File: config.mk
export PLATFORM = sky130hd
export DESIGN_NAME = button_evt_ctrl
export DESIGN_NICKNAME = d
export VERILOG_FILES = /design/src/rtl/button_evt_ctrl.sv
export SDC_FILE = /design/constraint.sdc
export NUM_CORES = 1
export LEC_CHECK = 0
export ABC_AREA = 1
export BUFFER_PORTS_ARGS = -buffer_cell sky130_fd_sc_hd__buf_2
export CAP_MARGIN = 20
export CORE_MARGIN = 1.5
export CORE_UTILIZATION = 55
export CTS_CLUSTER_SIZE = 16
export DETAILED_ROUTE_END_ITERATION = 12
export HOLD_SLACK_MARGIN = 0.15
export PLACE_DENSITY = 0.81
export SLEW_MARGIN = 20
export SYNTH_ARGS = -nofsm -noshare
export SYNTH_HDL_FRONTEND = slang
export SYNTH_SLANG_ARGS = --single-unit
File: constraint.sdc
create_clock -name clk -period 1.8 [get_ports clk]
set_input_delay 0.09 -clock clk [delete_from_list [all_inputs] [get_ports clk]]
set_output_delay 0.09 -clock clk [all_outputs]
set_load 0.03 [all_outputs]
File: src/rtl/button_evt_ctrl.sv
// Multi-button front end: two-flop sync, shared 1 ms prescaler, per-button debounce,
// press/release event capture and round-robin arbitration onto one valid/ready port.
module button_evt_ctrl #(
  parameter int CLK_FREQ        = 95_000,
  parameter int DEBOUNCE_PER_MS = 20,
  parameter int NB_BUTTONS      = 4,
  localparam int IW = (NB_BUTTONS > 1) ? $clog2(NB_BUTTONS) : 1
) (
  input  logic                  clk,
  input  logic                  rst,
  input  logic [NB_BUTTONS-1:0] button_in,
  output logic [NB_BUTTONS-1:0] button_valid,
  output logic                  evt_valid,
  input  logic                  evt_ready,
  output logic [IW-1:0]         evt_idx,
  output logic                  evt_press,
  output logic                  evt_overrun
);

  localparam int PW = (CLK_FREQ > 1) ? $clog2(CLK_FREQ) : 1;
  localparam int CW = $clog2(DEBOUNCE_PER_MS + 1);

  logic [NB_BUTTONS-1:0] r_sync_p0;
  logic [NB_BUTTONS-1:0] r_sync_p1;
  logic [PW-1:0]         r_presc;
  logic [NB_BUTTONS-1:0] r_stable;
  logic [CW-1:0]         r_cnt [NB_BUTTONS];
  logic [NB_BUTTONS-1:0] r_pend;
  logic [NB_BUTTONS-1:0] r_ptype;
  logic [IW-1:0]         r_ptr;

  logic                  w_tick;
  logic [NB_BUTTONS-1:0] w_mism;
  logic [NB_BUTTONS-1:0] w_toggle;
  logic                  w_free;
  logic                  w_any;
  logic [IW-1:0]         w_gidx;
  logic [IW-1:0]         w_scan;
  logic                  w_gnt;
  logic [NB_BUTTONS-1:0] w_gnt_oh;

  assign button_valid = r_stable;

  // Stage p0/p1: double-flop synchroniser
  always_ff @(posedge clk or negedge rst) begin
    if (!rst) begin
      r_sync_p0 <= '0;
      r_sync_p1 <= '0;
    end else begin
      r_sync_p0 <= button_in;
      r_sync_p1 <= r_sync_p0;
    end
  end

  assign w_tick = (r_presc == PW'(CLK_FREQ - 1));

  always_ff @(posedge clk or negedge rst) begin
    if (!rst) begin
      r_presc <= '0;
    end else if (w_tick) begin
      r_presc <= '0;
    end else begin
      r_presc <= r_presc + 1'b1;
    end
  end

  always_comb begin
    w_mism   = r_sync_p1 ^ r_stable;
    w_toggle = '0;
    for (int i = 0; i < NB_BUTTONS; i++) begin
      w_toggle[i] = w_mism[i] && w_tick && (r_cnt[i] == CW'(DEBOUNCE_PER_MS - 1));
    end
  end

  // Scan starts one past the last granted index so every button gets a fair turn
  always_comb begin
    w_any  = 1'b0;
    w_gidx = '0;
    w_scan = r_ptr;
    for (int k = 0; k < NB_BUTTONS; k++) begin
      w_scan = (w_scan == IW'(NB_BUTTONS - 1)) ? '0 : w_scan + 1'b1;
      if (r_pend[w_scan] && !w_any) begin
        w_any  = 1'b1;
        w_gidx = w_scan;
      end
    end
  end

  assign w_free   = !evt_valid || evt_ready;
  assign w_gnt    = w_free && w_any;
  assign w_gnt_oh = w_gnt ? (NB_BUTTONS'(1) << w_gidx) : '0;

  // Stage debounce: counters, stable levels, pending events
  always_ff @(posedge clk or negedge rst) begin
    if (!rst) begin
      for (int i = 0; i < NB_BUTTONS; i++) begin
        r_cnt[i] <= '0;
      end
      r_stable    <= '0;
      r_pend      <= '0;
      r_ptype     <= '0;
      evt_overrun <= 1'b0;
    end else begin
      for (int i = 0; i < NB_BUTTONS; i++) begin
        if (!w_mism[i]) begin
          r_cnt[i] <= '0;
        end else if (w_tick) begin
          r_cnt[i] <= w_toggle[i] ? '0 : r_cnt[i] + 1'b1;
        end
        // A toggle wins over a same-cycle grant: the grant carries the old type
        if (w_toggle[i]) begin
          r_stable[i] <= ~r_stable[i];
          r_pend[i]   <= 1'b1;
          r_ptype[i]  <= ~r_stable[i];
        end else if (w_gnt_oh[i]) begin
          r_pend[i]   <= 1'b0;
        end
      end
      evt_overrun <= |(w_toggle & r_pend & ~w_gnt_oh);
    end
  end

  // Stage output: event register held under backpressure
  always_ff @(posedge clk or negedge rst) begin
    if (!rst) begin
      evt_valid <= 1'b0;
      evt_idx   <= '0;
      evt_press <= 1'b0;
      r_ptr     <= IW'(NB_BUTTONS - 1);
    end else if (w_free) begin
      if (w_any) begin
        evt_valid <= 1'b1;
        evt_idx   <= w_gidx;
        evt_press <= r_ptype[w_gidx];
        r_ptr     <= w_gidx;
      end else begin
        evt_valid <= 1'b0;
      end
    end
  end

endmodule

==> results.tsv, run 1 <==
metric	value	unit
switching_share	0.391	
wirelength	7710	um
clk_pin_slew_worst_paths	0.07	ns
clock_skew	0.00792	ns
cp-endpoint	r_ptr[0]	
die_area	6190	sq um
path_class	reg2reg	
drive_above_1_share	0.344	
final_hold_viol_count	0	
grt_use_total	0.255	
worst_pin_slew	0.460	ns
ir_drop	0.883	mV
start_util	0.572	
r2r_slack	-0.22	ns
yosysSeqAreaShare	0.477	
diodes	0	
dp_hpwl	4720	um
reg2reg_depth	14	
slew_headroom	0.694	
grt_max_degree	43	
ios	16	
syn_avg_cell_area	8.38	sq um
overflow	0	
portBuffers	15	
drc	0	
critPathMaxFanout	8	
finalNetCount	456	
pwr-share-clk	0.261	
power_density	1220	nW/um^2
synth-seq-cells	60	
area_delta_synth_final	32.4	%
gp_congestion	0.896	
clock_path_buffers	2	
h-tree-depth	3	
ys_types	31	
status	complete, but fails checks	
dieHeight	78.7	um
clk_latency	0.34	ns
cp-end-kind	flip-flop	
drtPass1Iterations	4	
synthesis.nets	389	
period_needed	2.02	ns
setup_ws	-0.223	ns
max_freq	494	MHz
pwr-share-seq	0.302	
routed.top_layer	met4	
ant_nets	0	
p_leak	2.04	nW
hold_path.class	in2async	
drtIter0Drc	166	
p_comb_frac	0.437	
setup_tns	-1.70	ns
p_total	0.00510	W
drv_cap	0	
arrival	2.29	ns
finalSetupViolCount	12	
wire_per_inst	14.8	um
vias_per_cell	5.39	
yosysWarnings	0	
synthCells	376	
antenna_found_initial	0	
grt_pass1_wl	12100	um
clock-sinks	60	
r2r-start	r_ptr[0]	
startpoint_type	flip-flop	
synth_area_leader_cell	dfrtp_1	
cts_buffers	9	
final_max_slew_viol_count	0	
r2r-end	r_ptr[0]	
synth_top_area_frac	0.461	
timing.final.crit_share	1.12	
grt_setup_unrepaired	yes	
met2_length	4060	um
p_int	0.00311	W
crit_required	2.06	ns
wl_met1	3170	um
core	5510	sq um
async_flop_share	1.00	
first_global_vias	2743	
synth_edf_count	0	
die_w	78.7	um
wl_met3	259	um
cts-root-buf	clkbuf_8	
p_sw	0.00200	W
yosysMostFrequentCell	nand2_1	
violations	setup timing	
syn_area	3150	sq um
crit_path_start	r_ptr[0]	
synth_common_cells	nand2_1, dfrtp_1, inv_1	
synth-main-ff-cell	dfrtp_1	
vias	2802	
row_count	27	
synth.area.top_cells	dfrtp_1, nand2_1, xor2_1, inv_1, nand3_1	
cts_tree	yes	
## power groups by stage
stage               Clock, W  Sequential [W]  Combinational (W)
finish               0.00133         0.00154            0.00223
global route         0.00140         0.00155            0.00242
global placement           0         0.00155            0.00164
floorplan                  0         0.00160            0.00117
CTS                  0.00135         0.00153            0.00191
detailed placement         0         0.00156            0.00169
## metrics by stage
stage	worst slack, ns	instances	cell area [sq um]	hold WS [ns]	util
floorplan	-0.0323	376	3170	-0.206	-
global placement	-0.152	481	3480	0.0557	0.633
detailed placement	-0.227	481	3480	0.0652	0.633
CTS	-0.158	511	3920	0.232	0.712
global route	-0.306	520	4170	0.279	0.758
finish	-0.223	520	4170	0.234	0.758
## cells in the final DEF (no fill, tap or decap), types with 6 or more instances in the layout
master,n
xor2_1,17
nand2_4,9
buf_4,33
inv_1,38
nand3_1,21
dfrtp_1,57
nor2_2,8
nor2_4,9
nor2_1,13
nand4_1,8
nand2_2,25
dlygate4sd3_1,6
buf_2,15
o21ai_0,23
o21ai_1,7
clkbuf_8,10
nand3_2,10
nand2_1,79
## cells by family after synthesis
| kind of cell | synth area share |
|---|---|
| AO/OA/AOI/OAI | 0.0719 |
| adder cells (fa/ha/maj) | 0.0238 |
| AND/OR/NAND/NOR | 0.309 |
| XOR/XNOR | 0.0611 |
| buffers and inverters | 0.0572 |
| flip-flops | 0.477 |
## repair_timing
action	4_1_cts	5_1_grt
resized for setup	25	53
endpoints found under the setup margin	12	34
pin swaps	18	26
endpoints found under the hold margin	65	0
hold buffers	6	0
setup buffers	8	9
cloned	0	1
## state kept, by name, indices dropped and copies added (netlist names)
register / cells
r_cnt: 20
r_presc: 17
r_pend: 4
r_sync_p0: 4
r_sync_p1: 4
button_valid: 3
evt_idx: 2
r_ptr: 2
evt_overrun: 1
evt_press: 1
evt_valid: 1
r_ptype: 1
## cell type report
type / count / area [sq um]
Multi-Input combinational cell: 272 / 1770
Sequential cell: 60 / 1510
Fill cell: 365 / 1330
Timing Repair Buffer: 57 / 425
Inverter: 43 / 171
Clock buffer: 11 / 141
Tap cell: 72 / 90.1
Clock inverter: 5 / 75.1
## worst min-delay path by stage
stage	startpoint	to	slack, ns	cells after the start
6_report	rst	r_presc[8]	0.23	2
5_1_grt	rst	r_presc[12]	0.28	2
4_1_cts	rst	r_presc[10]	0.23	2
3_5_place_dp	rst	r_presc[8]	0.07	1
3_3_place_gp	rst	r_presc[8]	0.06	1
2_1_floorplan	rst	button_valid[0]	-0.21	0
## critical path, stage by stage (launching register included)
cell	delay [ns]
dfstp_2	0.57
ha_4	0.19
inv_4	0.06
nand2_8	0.09
nand2_2	0.08
nand2_4	0.08
nand2_2	0.06
nand2_2	0.09
nand3_2	0.08
nand2_2	0.08
nand3_4	0.12
buf_4	0.16
buf_4	0.12
nand2_1	0.07
o21ai_0	0.09
## routing by layer
| layer | track usage | up-vias |
|---|---|---|
| li1 | - | 1358 |
| met1 | 0.304 | 1356 |
| met2 | 0.438 | 65 |
| met3 | 0.0598 | 23 |
| met4 | 0.116 | 0 |
| met5 | 0 | - |
Power figures use the tool's default switching activity.
==> run 2, diff against run 1 <==
--- a/config.mk
+++ b/config.mk
@@ -9,11 +9,11 @@
 export BUFFER_PORTS_ARGS = -buffer_cell sky130_fd_sc_hd__buf_2
 export CAP_MARGIN = 20
 export CORE_MARGIN = 1.5
-export CORE_UTILIZATION = 55
+export CORE_UTILIZATION = 45
 export CTS_CLUSTER_SIZE = 16
 export DETAILED_ROUTE_END_ITERATION = 12
 export HOLD_SLACK_MARGIN = 0.15
-export PLACE_DENSITY = 0.81
+export PLACE_DENSITY = 0.69
 export SLEW_MARGIN = 20
 export SYNTH_ARGS = -nofsm -noshare
 export SYNTH_HDL_FRONTEND = slang
==> results.tsv, run 2 (same netlist as run 1, synthesis figures left out) <==
metric	value	unit	change
portBuffers	15		unchanged
die_area	7520	sq um	was 6190 sq um
finalSetupViolCount	10		was 12
clock_path_buffers	2		unchanged
vias	2650		was 2,802
r2r-end	evt_press		was r_ptr[0]
place_inst	508		was 481
drc	0		unchanged
timing.final.crit_share	1.13		was 1.12
max_freq	493	MHz	was 494 MHz
power_density	1240	nW/um^2	was 1220 nW/um^2
final_max_slew_viol_count	0		unchanged
setup_tns	-1.25	ns	was -1.70 ns
final_common_cell	nand2_1		unchanged
grt_setup_unrepaired	yes		unchanged
first_global_vias	2508		was 2,743
wire_per_inst	12.7	um	was 14.8 um
place_area	3520	sq um	was 3480 sq um
layout_common_cells	nand2_1, dfrtp_1, inv_1		unchanged
h-tree-depth	3		unchanged
overflow	0		unchanged
start_util	0.464		was 0.572
startpoint_type	flip-flop		unchanged
vias_per_cell	4.93		was 5.39
row_count	30		was 27
path_class	reg2reg		unchanged
ant_nets	0		unchanged
diodes	0		unchanged
area_delta_synth_final	28.8	%	was 32.4%
cpPeakStageDelay	0.56	ns	was 0.57 ns
r2r_slack	-0.23	ns	was -0.22 ns
grt_use_total	0.187		was 0.255
period_needed	2.03	ns	was 2.02 ns
slew_headroom	0.723		was 0.694
clock_skew	0.00817	ns	was 0.00792 ns
p_leak	1.96	nW	was 2.04 nW
top_regs	r_cnt x20, r_presc x17		unchanged
violations	setup timing		unchanged
r2r-start	r_ptr[1]		was r_ptr[0]
crit_top_cell	nand2_1		was nand2_2
final_hold_viol_count	0		unchanged
dieHeight	86.7	um	was 78.7 um
worst_pin_slew	0.415	ns	was 0.460 ns
setup_ws	-0.228	ns	was -0.223 ns
cp-end-kind	flip-flop		unchanged
hold_path.class	in2async		unchanged
path_cells	ha_4 -> inv_4 -> nand2_1 -> nand2_4 -> nand2_2 -> nand2_2 -> nand3_2 -> nand2_2 -> nand3_4 -> inv_4 -> nand2_1 -> nand3_1 -> nand2_1 -> nand2_1 -> nand2_1		was ha_4 -> inv_4 -> nand2_8 -> nand2_2 -> nand2_4 -> nand2_2 -> nand2_2 -> nand3_2 -> nand2_2 -> nand3_4 -> buf_4 -> buf_4 -> nand2_1 -> o21ai_0
finalNetCount	450		was 456
ir_drop	0.577	mV	was 0.883 mV
drtIter0Drc	117		was 166
grt_max_degree	25		was 43
slowest_stage	dfstp_2		unchanged
dp_hpwl	4570	um	was 4720 um
drv_cap	0		unchanged
gp_congestion	0.901		was 0.896
largest_register_ffs	20		unchanged
wirelength	6820	um	was 7710 um
top_register	r_cnt		unchanged
drive_above_1_share	0.317		was 0.344
whs	0.215	ns	was 0.234 ns
p_total	0.00503	W	was 0.00510 W
die_w	86.7	um	was 78.7 um
status	complete, but fails checks		unchanged
cts_buffers	9		unchanged
finalInstanceArea	4060	sq um	was 4170 sq um
crit_required	2.03	ns	was 2.06 ns
core	6790	sq um	was 5510 sq um
ios	16		unchanged
arrival	2.26	ns	was 2.29 ns
cts-root-buf	clkbuf_8		unchanged
clk_latency	0.34	ns	about the same
clock-sinks	60		unchanged
cts_tree	yes		unchanged
drtPass1Iterations	4		unchanged
critPathMaxFanout	6		was 8
clk_pin_slew_worst_paths	0.07	ns	about the same
reg2reg_depth	15		was 14
grt_pass1_wl	10900	um	was 12,100 um
antenna_found_initial	0		unchanged
fin_cells	538		was 520
## run 2: layer usage
| metal | vias to the layer above | part of all wire | track usage |
|---|---|---|---|
| met5 | - | 0 | 0 |
| met3 | 13 | 0.031 | 0.0352 |
| met2 | 35 | 0.50 | 0.307 |
| met1 | 1253 | 0.45 | 0.239 |
| met4 | 0 | 0.015 | 0.0865 |
| li1 | 1349 | - | - |
## run 2: critical path, delay by kind of cell, from the launching register on
kind / cells / cell delay [ns]
simple gates: 12 / 0.92
buf+inv: 2 / 0.19
fa+ha+maj: 1 / 0.23
flops: 1 / 0.56
## run 2: cell type report
cell class | count | area [sq um]
clock buffers | 11 | 131
clock inverters | 5 | 52.6
fillers | 589 | 2740
inverters | 43 | 171
multi-input cells | 272 | 1710
flip-flops and latches | 60 | 1500
well taps | 96 | 120
repair buffers | 51 | 368
## run 2: power breakdown
part / internal, W / total, W / switching [W] / leakage [nW]
sequential: 0.00145 / 0.00155 / 0.0000961 / 0.791
clock: 0.000632 / 0.00115 / 0.000518 / 0.0931
combinational: 0.000880 / 0.00233 / 0.00146 / 1.08
## run 2: worst max-delay path by stage
stage | startpoint | endpoint | slack, ns
finish | r_ptr[1] | evt_press | -0.23
global route | r_ptr[0] | evt_overrun | -0.33
CTS | r_ptr[0] | evt_overrun | -0.14
detailed placement | r_ptr[0] | evt_overrun | -0.23
global placement | r_ptr[1] | evt_overrun | -0.18
floorplan | r_ptr[0] | evt_overrun | -0.03
## run 2: what timing repair did
item | in CTS | in global routing
endpoints found under the setup margin | 11 | 31
hold endpoints to repair | 46 | 0
gates cloned | 0 | 1
hold buffers | 6 | 0
buffers inserted | 2 | 5
gates resized for setup | 15 | 49
pin swaps | 11 | 12
## run 2: metrics by stage
step / utilization / worst slack, ns
floorplan: - / -0.0323
finish: 0.597 / -0.228
detailed placement: 0.519 / -0.228
CTS: 0.564 / -0.144
global route: 0.597 / -0.335
global placement: 0.519 / -0.183
==> run 3, diff against run 2 <==
--- a/config.mk
+++ b/config.mk
@@ -5,7 +5,6 @@
 export SDC_FILE = /design/constraint.sdc
 export NUM_CORES = 1
 export LEC_CHECK = 0
-export ABC_AREA = 1
 export BUFFER_PORTS_ARGS = -buffer_cell sky130_fd_sc_hd__buf_2
 export CAP_MARGIN = 20
 export CORE_MARGIN = 1.5
==> results.tsv, run 3 <==
metric	value	unit	change
status	complete, but fails checks		unchanged
violations	setup timing		unchanged
ios	16		unchanged
crit_required	2.03	ns	about the same
clk_pin_slew_worst_paths	0.07	ns	about the same
gp_congestion	0.788		was 0.901
synth_top_area_frac	0.521		was 0.461
ir_drop	0.688	mV	was 0.577 mV
finalNetCount	357		was 450
drive_above_1_share	0.321		was 0.317
die_w	81.7	um	was 86.7 um
met2_usage	0.293		was 0.307
synth_top_family_by_area	simple AND/OR/NAND/NOR gates		unchanged
antenna_found_initial	0		unchanged
h-tree-depth	3		unchanged
synth.area.top_cells	dfrtp_1, xor2_1, nand2_1, a21oi_1, nor2_1		was dfrtp_1, nand2_1, xor2_1, inv_1, nand3_1
muxShareOfSynthArea	0.0184		was 0
yosysSeqAreaShare	0.540		was 0.477
pre_cts_ws	-0.307	ns	was -0.228 ns
yosysWarnings	0		unchanged
clock_path_buffers	2		unchanged
grt_use_met3	0.0400		was 0.0352
final_max_slew_viol_count	0		unchanged
grt_max_degree	61		was 25
overflow	0		unchanged
grt_setup_unrepaired	yes		unchanged
path_cells	ha_4 -> nor3_4 -> a21oi_2 -> a211oi_4 -> mux2_4 -> a221o_1		was ha_4 -> inv_4 -> nand2_1 -> nand2_4 -> nand2_2 -> nand2_2 -> nand3_2 -> nand2_2 -> nand3_4 -> inv_4 -> nand2_1 -> nand3_1 -> nand2_1 -> nand2_1 -> nand2_1
p_comb_frac	0.025		was 0.464
yosys.area_share.simple	0.226		was 0.309
slowest_stage	dfstp_2		unchanged
dp_hpwl	3760	um	was 4570 um
r2r_slack	-0.31	ns	was -0.23 ns
drtIter0Drc	75		was 117
core	5960	sq um	was 6790 sq um
crit_family	compound AO/OA/AOI/OAI gates		was simple AND/OR/NAND/NOR gates
synth_compound_gate_area_share	0.0912		was 0.0719
r2r-start	r_ptr[1]		unchanged
row_count	28		was 30
cp-end-kind	flip-flop		unchanged
drv_cap	0		unchanged
top_register	r_cnt		unchanged
place_inst	384		was 508
die_area	6670	sq um	was 7520 sq um
dieHeight	81.7	um	was 86.7 um
start_util	0.468		was 0.464
final_hold_viol_count	0		unchanged
drc	0		unchanged
reg2reg_depth	6		was 15
syn_avg_cell_area	10.6	sq um	was 8.38 sq um
path_depth	6		was 15
portBuffers	15		unchanged
fin_cells	424		was 538
synth-seq-cells	60		unchanged
finalSetupViolCount	6		was 10
cts_tree	yes		unchanged
first_global_vias	2073		was 2,508
switching_share	0.211		was 0.411
synth_xor_xnor_area_share	0.0817		was 0.0611
largest_register_ffs	20		unchanged
arrival	2.35	ns	was 2.26 ns
period_needed	2.11	ns	was 2.03 ns
drtPass1Iterations	4		unchanged
ys_types	46		was 31
grt_pass1_wl	9620	um	was 10,900 um
layout_common_cells	dfrtp_1, buf_4, nand2_1		was nand2_1, dfrtp_1, inv_1
cts-root-buf	clkbuf_8		unchanged
critPathMaxFanout	6		unchanged
synthAdderAreaFrac	0.0269		was 0.0238
hold_path.class	in2async		unchanged
diodes	0		unchanged
power_density	703	nW/um^2	was 1240 nW/um^2
clock-sinks	60		unchanged
grt_use_total	0.194		was 0.187
synthCells	262		was 376
final_common_cell	dfrtp_1		was nand2_1
vias	2184		was 2,650
clk_latency	0.34	ns	about the same
synth_edf_count	0		unchanged
syn_area	2790	sq um	was 3150 sq um
timing.final.crit_share	1.17		was 1.13
cpPeakStageDelay	0.55	ns	was 0.56 ns
cts_buffers	9		unchanged
wire_per_inst	14.4	um	was 12.7 um
async_flop_share	1.00		unchanged
clock_skew	0.00793	ns	was 0.00817 ns
vias_per_cell	5.15		was 4.93
crit_path_start	r_ptr[1]		unchanged
cp-endpoint	evt_press		unchanged
synth-main-ff-cell	dfrtp_1		unchanged
grt_busiest_layer	met2		unchanged
slew_headroom	0.588		was 0.723
ant_nets	0		unchanged
wirelength	6110	um	was 6820 um
area_delta_synth_final	35.5	%	was 28.8%
p_leak	1.86	nW	was 1.96 nW
pwr-share-seq	0.513		was 0.308
cp_num_buf_inv	0		was 2
num-fill-cells	473		was 589
grt_util_met1	0.265		was 0.239
path_class	reg2reg		unchanged
top_regs	r_cnt x20, r_presc x17		unchanged
max_freq	473	MHz	was 493 MHz
p_int	0.00209	W	was 0.00296 W
worst_pin_slew	0.618	ns	was 0.415 ns
p_sw	0.000561	W	was 0.00207 W
pwr-share-clk	0.462		was 0.229
synthesis.nets	275		was 389
r2r-end	evt_press		unchanged
startpoint_type	flip-flop		unchanged
synth_area_leader_cell	dfrtp_1		unchanged
synth_common_cells	dfrtp_1, nand2_1, nor2_1		was nand2_1, dfrtp_1, inv_1
setup_ws	-0.314	ns	was -0.228 ns
yosysMostFrequentCell	dfrtp_1		was nand2_1
run 3: kinds of logic after synthesis:
group	count (synthesis)
AOI/OAI and AO/OA	41
buffers and inverters	8
DFF	60
muxes	5
xor gates and xnor gates	26
and+or+nand+nor	116
adders and majority gates	6
run 3: routing by layer:
metal / up-vias / part of all wire
met3: 16 / 0.022
met5: - / 0
met4: 0 / 0.028
met1: 1048 / 0.47
met2: 25 / 0.48
li1: 1095 / -
run 3: cell type report:
class | count | area (sq um) | area share
clock buffers | 12 | 155 | 0.0411
clock inverters | 4 | 47.5 | 0.0126
inverters | 3 | 11.3 | 0.00298
multi-input cells | 195 | 1380 | 0.365
flip-flops and latches | 60 | 1510 | 0.399
well taps | 75 | 93.8 | 0.0249
repair buffers | 75 | 586 | 0.155
run 3: worst min path at each step:
| stage | cells after the start | slack (ns) | start | end |
|---|---|---|---|---|
| 3_5_place_dp | 2 | 0.12 | rst | r_cnt[3] |
| 5_1_grt | 3 | 0.34 | rst | r_cnt[4] |
| 4_1_cts | 3 | 0.28 | rst | r_cnt[4] |
| 3_3_place_gp | 2 | 0.12 | rst | r_cnt[2] |
| 2_1_floorplan | 0 | -0.21 | rst | button_valid[0] |
| 6_report | 3 | 0.28 | rst | r_cnt[4] |
run 3: repair_timing:
| action | CTS | global route |
|---|---|---|
| setup endpoints to repair | 9 | 21 |
| setup buffers | 4 | 12 |
| hold buffers | 6 | 0 |
| resized for setup | 8 | 20 |
| pin swaps | 6 | 10 |
| hold endpoints to repair | 65 | 0 |
| gates cloned | 0 | 2 |
run 3: per-stage QoR:
| stage | hold WS (ns) | TNS [ns] | util | power [W] | area, sq um |
|---|---|---|---|---|---|
| after floorplan | -0.206 | -0.401 | - | 0.00139 | 2820 |
| after global placement | 0.121 | -0.727 | 0.545 | 0.00144 | 3250 |
| after detailed placement | 0.122 | -0.867 | 0.545 | 0.00144 | 3250 |
| after CTS | 0.284 | -0.798 | 0.600 | 0.00269 | 3570 |
| after global routing | 0.336 | -2.12 | 0.634 | 0.00275 | 3770 |
| final | 0.278 | -0.946 | 0.634 | 0.00265 | 3770 |
run 3: power groups by stage:
stage          Sequential (W)  Clock (W)  Combinational [W]
6_report              0.00136    0.00123          0.0000673
4_1_cts               0.00136    0.00126          0.0000675
5_1_grt               0.00136    0.00131          0.0000771
3_3_place_gp          0.00139          0          0.0000566
3_5_place_dp          0.00139          0          0.0000573
2_1_floorplan         0.00139          0         0.00000949
run 3: worst register-to-register path, delay by kind of cell, from the launching register on:
family / cells / cell delay, ns
AND/OR/NAND/NOR: 1 / 0.12
multiplexers: 1 / 0.34
adder cells (fa/ha/maj): 1 / 0.22
flip-flops: 1 / 0.55
AO/OA/AOI/OAI: 3 / 0.77
